**config.mk**
```make
export PLATFORM = sky130hd
export DESIGN_NAME = fetch_if_id_stage
export DESIGN_NICKNAME = d
export VERILOG_FILES = /design/src/rtl/wisc_pkg.sv /design/src/rtl/fetch_skid_buf.sv /design/src/rtl/fetch_if_id_stage.sv
export SDC_FILE = /design/constraint.sdc
export NUM_CORES = 1
export LEC_CHECK = 0
export ABC_CLOCK_PERIOD_IN_PS = 2000
export CAP_MARGIN = 25
export CORE_MARGIN = 2
export CORE_UTILIZATION = 54
export CTS_CLUSTER_SIZE = 12
export DETAILED_ROUTE_END_ITERATION = 8
export PLACE_DENSITY = 0.81
export SYNTH_ARGS = -nofsm -noshare
export SYNTH_HDL_FRONTEND = slang
export SYNTH_HIERARCHICAL = 1
export SYNTH_SLANG_ARGS = --single-unit
```
**constraint.sdc**
```tcl
create_clock -name clk -period 2 [get_ports clk]
set_input_delay 0.3 -clock clk [delete_from_list [all_inputs] [get_ports clk]]
set_output_delay 0.3 -clock clk [all_outputs]
set_load 0.01 [all_outputs]
```
**src/rtl/wisc_pkg.sv**
```systemverilog
// Shared WISC-S15 definitions: opcodes, bubble encoding,
// fetch FSM states and the IF/ID payload bundle.
package wisc_pkg;

  localparam logic [3:0] OP_ADD  = 4'h0;
  localparam logic [3:0] OP_SUB  = 4'h1;
  localparam logic [3:0] OP_AND  = 4'h2;
  localparam logic [3:0] OP_OR   = 4'h3;
  localparam logic [3:0] OP_SLL  = 4'h4;
  localparam logic [3:0] OP_SRL  = 4'h5;
  localparam logic [3:0] OP_SRA  = 4'h6;
  localparam logic [3:0] OP_ROL  = 4'h7;
  localparam logic [3:0] OP_LW   = 4'h8;
  localparam logic [3:0] OP_SW   = 4'h9;
  localparam logic [3:0] OP_LHB  = 4'hA;
  localparam logic [3:0] OP_LLB  = 4'hB;
  localparam logic [3:0] OP_B    = 4'hC;
  localparam logic [3:0] OP_CALL = 4'hD;
  localparam logic [3:0] OP_RET  = 4'hE;
  localparam logic [3:0] OP_ERR  = 4'hF;

  // ADD R0,R0,R0: the register file discards R0 writes
  localparam logic [15:0] NOP_INSTR = 16'h0000;

  typedef enum logic [1:0] {
    S_RESET = 2'd0,
    S_FETCH = 2'd1,
    S_DROP  = 2'd2,
    S_SKID  = 2'd3
  } fetch_state_t;

  typedef struct packed {
    logic [15:0] instr;
    logic [15:0] pc1;
    logic        valid;
  } if_id_t;

endpackage

```
**src/rtl/fetch_skid_buf.sv**
```systemverilog
// One-entry IF/ID holding register used while decode stalls.
// Ports: clk, rst_n, ld (capture din), clr (empty, wins), dout, vld.
module fetch_skid_buf
  import wisc_pkg::*;
(
  input  logic   clk,
  input  logic   rst_n,
  input  logic   ld,
  input  logic   clr,
  input  if_id_t din,
  output if_id_t dout,
  output logic   vld
);

  if_id_t mem_q, mem_d;
  logic   vld_q, vld_d;

  always_comb begin
    mem_d = mem_q;
    vld_d = vld_q;
    if (clr) begin
      mem_d = '{instr: NOP_INSTR, pc1: 16'h0000, valid: 1'b0};
      vld_d = 1'b0;
    end else if (ld) begin
      mem_d = din;
      vld_d = 1'b1;
    end
  end

  always_ff @(posedge clk or negedge rst_n) begin
    if (!rst_n) begin
      mem_q <= '{instr: NOP_INSTR, pc1: 16'h0000, valid: 1'b0};
      vld_q <= 1'b0;
    end else begin
      mem_q <= mem_d;
      vld_q <= vld_d;
    end
  end

  assign dout = mem_q;
  assign vld  = vld_q;

endmodule

```
**src/rtl/fetch_if_id_stage.sv**
```systemverilog
// WISC-S15 fetch stage + IF/ID register: PC, imem req/rdy, skid, redirect.
// Ports: clk, rst_n, imem_*, stall, redirect(_pc), if_id_*, opcode.
module fetch_if_id_stage
  import wisc_pkg::*;
#(
  parameter logic [15:0] RESET_PC = 16'h0000
)
(
  input  logic        clk,
  input  logic        rst_n,
  output logic        imem_req,
  output logic [15:0] imem_addr,
  input  logic        imem_rdy,
  input  logic [15:0] imem_data,
  input  logic        stall,
  input  logic        redirect,
  input  logic [15:0] redirect_pc,
  output logic [15:0] if_id_instr,
  output logic [15:0] if_id_pc1,
  output logic        if_id_valid,
  output logic [3:0]  opcode
);

  fetch_state_t state_q, state_d;
  logic [15:0]  pc_q, pc_d;
  logic [15:0]  tgt_q, tgt_d;
  if_id_t       ifid_q, ifid_d;

  logic   req;
  logic   skid_ld, skid_clr, skid_vld;
  if_id_t skid_dout;
  if_id_t resp, bubble;

  assign resp = '{
    instr: imem_data,
    pc1:   pc_q + 16'd1,
    valid: 1'b1
  };

  // bubbles keep pc1 so the link/offset value never jumps
  assign bubble = '{
    instr: NOP_INSTR,
    pc1:   ifid_q.pc1,
    valid: 1'b0
  };

  fetch_skid_buf u_skid (
    .clk  (clk),
    .rst_n(rst_n),
    .ld   (skid_ld),
    .clr  (skid_clr),
    .din  (resp),
    .dout (skid_dout),
    .vld  (skid_vld)
  );

  always_comb begin
    state_d  = state_q;
    pc_d     = pc_q;
    tgt_d    = tgt_q;
    ifid_d   = ifid_q;
    req      = 1'b0;
    skid_ld  = 1'b0;
    skid_clr = 1'b0;

    unique case (state_q)
      S_RESET: begin
        state_d = S_FETCH;
        if (!stall) ifid_d = bubble;
      end
      S_FETCH: begin
        req = 1'b1;
        if (imem_rdy) begin
          pc_d = pc_q + 16'd1;
          if (stall) begin
            skid_ld = 1'b1;
            state_d = S_SKID;
          end else begin
            ifid_d = resp;
          end
        end else if (!stall) begin
          ifid_d = bubble;
        end
      end
      S_DROP: begin
        // old request must complete; its data is thrown away
        req = 1'b1;
        if (imem_rdy) begin
          pc_d    = tgt_q;
          state_d = S_FETCH;
        end
        if (!stall) ifid_d = bubble;
      end
      S_SKID: begin
        if (!stall) begin
          ifid_d   = skid_vld ? skid_dout : bubble;
          skid_clr = 1'b1;
          state_d  = S_FETCH;
        end
      end
      default: begin
        state_d = S_RESET;
      end
    endcase

    if (redirect) begin
      ifid_d   = bubble;
      skid_ld  = 1'b0;
      skid_clr = 1'b1;
      tgt_d    = redirect_pc;
      if (req && !imem_rdy) begin
        // keep the old address on the bus until accepted
        state_d = S_DROP;
        pc_d    = pc_q;
      end else begin
        state_d = S_FETCH;
        pc_d    = redirect_pc;
      end
    end
  end

  always_ff @(posedge clk or negedge rst_n) begin
    if (!rst_n) begin
      state_q <= S_RESET;
      pc_q    <= RESET_PC;
      tgt_q   <= RESET_PC;
      ifid_q  <= '{instr: NOP_INSTR, pc1: RESET_PC, valid: 1'b0};
    end else begin
      state_q <= state_d;
      pc_q    <= pc_d;
      tgt_q   <= tgt_d;
      ifid_q  <= ifid_d;
    end
  end

  assign imem_req    = req;
  assign imem_addr   = pc_q;
  assign if_id_instr = ifid_q.instr;
  assign if_id_pc1   = ifid_q.pc1;
  assign if_id_valid = ifid_q.valid;
  assign opcode      = ifid_q.instr[15:12];

endmodule

```
==> metrics.md <==
| Metric | Value |
|---|---|
| Status | `complete, no violations` |
| Pwr dens | `1250 nW/um^2` |
| Most used DFF post-synth | `dfrtp_1` |
| Fin. max-slew vios | `0` |
| Initial DRC count | `301` |
| Max H-tree Level | `3` |
| Net Sw Frac | `39.1%` |
| NetSw | `3.36 mW` |
| Most common cell after layout, fill and taps aside | `dfrtp_1` |
| Longest Clk Path Bufs | `2` |
| Post-synthesis sequential area ratio | `46.3%` |
| Flop pwr share | `36.5%` |
| Final std cells w/o fill | `780` |
| Final hold viol count | `0` |
| Post-synth cell types | `59` |
| Die area | `10900 um^2` |
| Initial Util | `55.8%` |
| TritonCTS buffer count | `9` |
| Layout area overhead | `26.1%` |
| Worst setup margin | `0.0666 ns` |
| Global route overflow | `0` |
| Comb power frac | `48.1%` |
| Routability cong. | `0.845` |
| Post-synth EDFFs | `0` |
| RSZ-0062 raised after global routing | `true` |
| Placed inst area | `6650 um^2` |
| Leak pwr | `2.96 nW` |
| Fmax | `0.517 GHz` |
| Final period util | `96.7%` |
| Chip width | `105 um` |
| Final Skew | `0.0112 ns` |
| Synth warn | `6` |
| Vias/cell | `6.03` |
| WL final | `13800 um` |
| Worst-Skew Late Latency | `0.37 ns` |
| Post-layout nets | `685` |
| Commonest cells after routing, fill and taps aside | `dfrtp_1 (100), clkdlybuf4s50_1 (88), nor2_1 (55)` |
| CP endpoint kind | `register` |
| Slowest CP cell | `dfrtp_1` |
| WL/cell | `17.7 um` |
| Final ANT Viol Nets | `0` |
| WP data required | `2.26 ns` |
| Mapped Cells | `545` |
| Detailed Place HPWL | `9980 um` |
| # diodes | `0` |
| Pre-CTS setup slack | `0.0277 ns` |
| Syn_nets | `588` |
| WHS | `0.424 ns` |
| Root Driver | `clkbuf_8` |
| Placed cells | `762` |
| Syn_area_per_cell | `10.0 um^2` |
| Peak supply drop | `0.000724 V` |
| Worst setup SP type | `register` |
| Finished Core Util | `70.4%` |
| # IOs | `91` |
| Crit-path cells | `nand4_1 > nor4_1 > buf_4 > xnor2_1 > inv_1 > mux2i_1 > nor2_1` |
| Crit path largest cell delay | `0.50 ns` |
| Port Buf Inserts | `90` |
| GRT Util Overall | `26.0%` |
| Number of synthesized register bits | `101` |
| P_int | `5.23 mW` |
| Setup Viol. Count Final | `0` |
| Via count of the first global-routing pass | `4614` |
| Clock sink total | `101` |
| Drt pass-1 iters | `5` |
| First-pass GRT wire length | `22900 um` |
| Min Tclk post-route | `1.93 ns` |
| Initial antenna violation count | `0` |
| DRC | `0` |
| Async SR Flop Fraction | `100%` |
| Pin count of the biggest net entering global routing | `48` |
| Cell row count | `36` |
| Clk pin slew, worst setup/hold paths | `0.09 ns` |
| Max Cap Viol | `0` |
| Final instance area | `6880 um^2` |
| Floorplan Core Area | `9770 um^2` |
| Clk pwr share | `15.4%` |
| Vias | `4703` |
| CP max FO | `8` |
| CP Data Arrival Time | `2.20 ns` |
| Worst min path class | `primary input to async pin` |
| Die Y | `105 um` |
| CTS tree | `built` |
| Share of cells above drive strength 1 | `14.5%` |
| Crit Path Class | `register to register` |
| Cell Area, Synth | `5460 um^2` |
per-layer routing:
layer / vias to the layer above / track usage (%) / routed length [um]
met2: 183 / 41.1 / 6750
met5: - / 0 / 0
met3: 17 / 6.30 / 875
met1: 2329 / 35.4 / 6030
li1: 2174 / - / -
met4: 0 / 7.92 / 171
cells in the mapped netlist (all sizes together), types with 14 or more instances:
cell | instances | share of area [%]
a21o | 19 | 2.6
buf | 32 | 3.9
a21oi | 27 | 2.5
dfrtp | 101 | 46
a22oi | 23 | 3.2
mux2 | 14 | 2.9
o21ai | 16 | 1.5
a221oi | 22 | 3.5
mux2i | 35 | 6.4
clkbuf | 19 | 1.3
inv | 15 | 1.0
nand2 | 48 | 3.3
nor2 | 55 | 3.8
worst max-delay path: cells and delay by family (launching register included):
family / cells / cell delay (ns)
buffers and inverters: 2 / 0.28
XOR/XNOR: 1 / 0.21
AND/OR/NAND/NOR: 3 / 0.71
multiplexers: 1 / 0.13
flip-flops: 1 / 0.50
power groups by stage:
stage / Combinational, mW / Clock [mW] / Sequential (mW)
finish: 4.14 / 1.32 / 3.14
global route: 4.47 / 1.44 / 3.20
CTS: 4.12 / 1.36 / 3.12
detailed placement: 4.10 / 0 / 3.16
global placement: 3.97 / 0 / 3.13
floorplan: 2.15 / 0 / 3.18
cell families after synthesis:
group / share of synthesized area, %
AOI/OAI and AO/OA: 21.9
xor gates and xnor gates: 2.38
adders and majority gates: 1.38
buffers and inverters: 6.30
DFF: 46.3
muxes: 9.31
other: 0.0687
and+or+nand+nor: 12.3
stage by stage:
step	setup TNS [ns]	power, mW
floorplan	0	5.33
global route	-0.0446	9.11
detailed placement	0	7.26
finish	0	8.59
global placement	0	7.10
CTS	0	8.60
final cells by class:
type,count,area (um^2)
clock buffer,11,141
clock inverter,5,60.1
fill,729,2890
inverter,15,56.3
multi-input combinational,378,2600
sequential,101,2530
tap,133,166
timing repair buffer,137,1330
timing repair:
item                       4_1_cts  5_1_grt
buffers inserted                 1        0
hold endpoints to repair        34        0
gates resized for setup          1        5
hold buffers                     1        0
setup endpoints to repair        1       21
pin swaps                        0        1
worst paths after layout:
check / start / end / slack, ns / cells after the start
min in group clk: redirect_pc[1] / tgt_q[1] / 0.50 / 3
worst max register to register: imem_addr[3] / u_skid/dout[12] / 0.07 / 7
max in group asynchronous: rst_n / u_skid/dout[22] / 0.92 / 3
worst min register to register: register / register / 0.51 / 2
worst max-delay path: imem_addr[3] / u_skid/dout[12] / 0.07 / 7
worst min-delay path: rst_n / tgt_q[4] / 0.42 / 2
No activity file was read; power rests on OpenSTA's default activity.
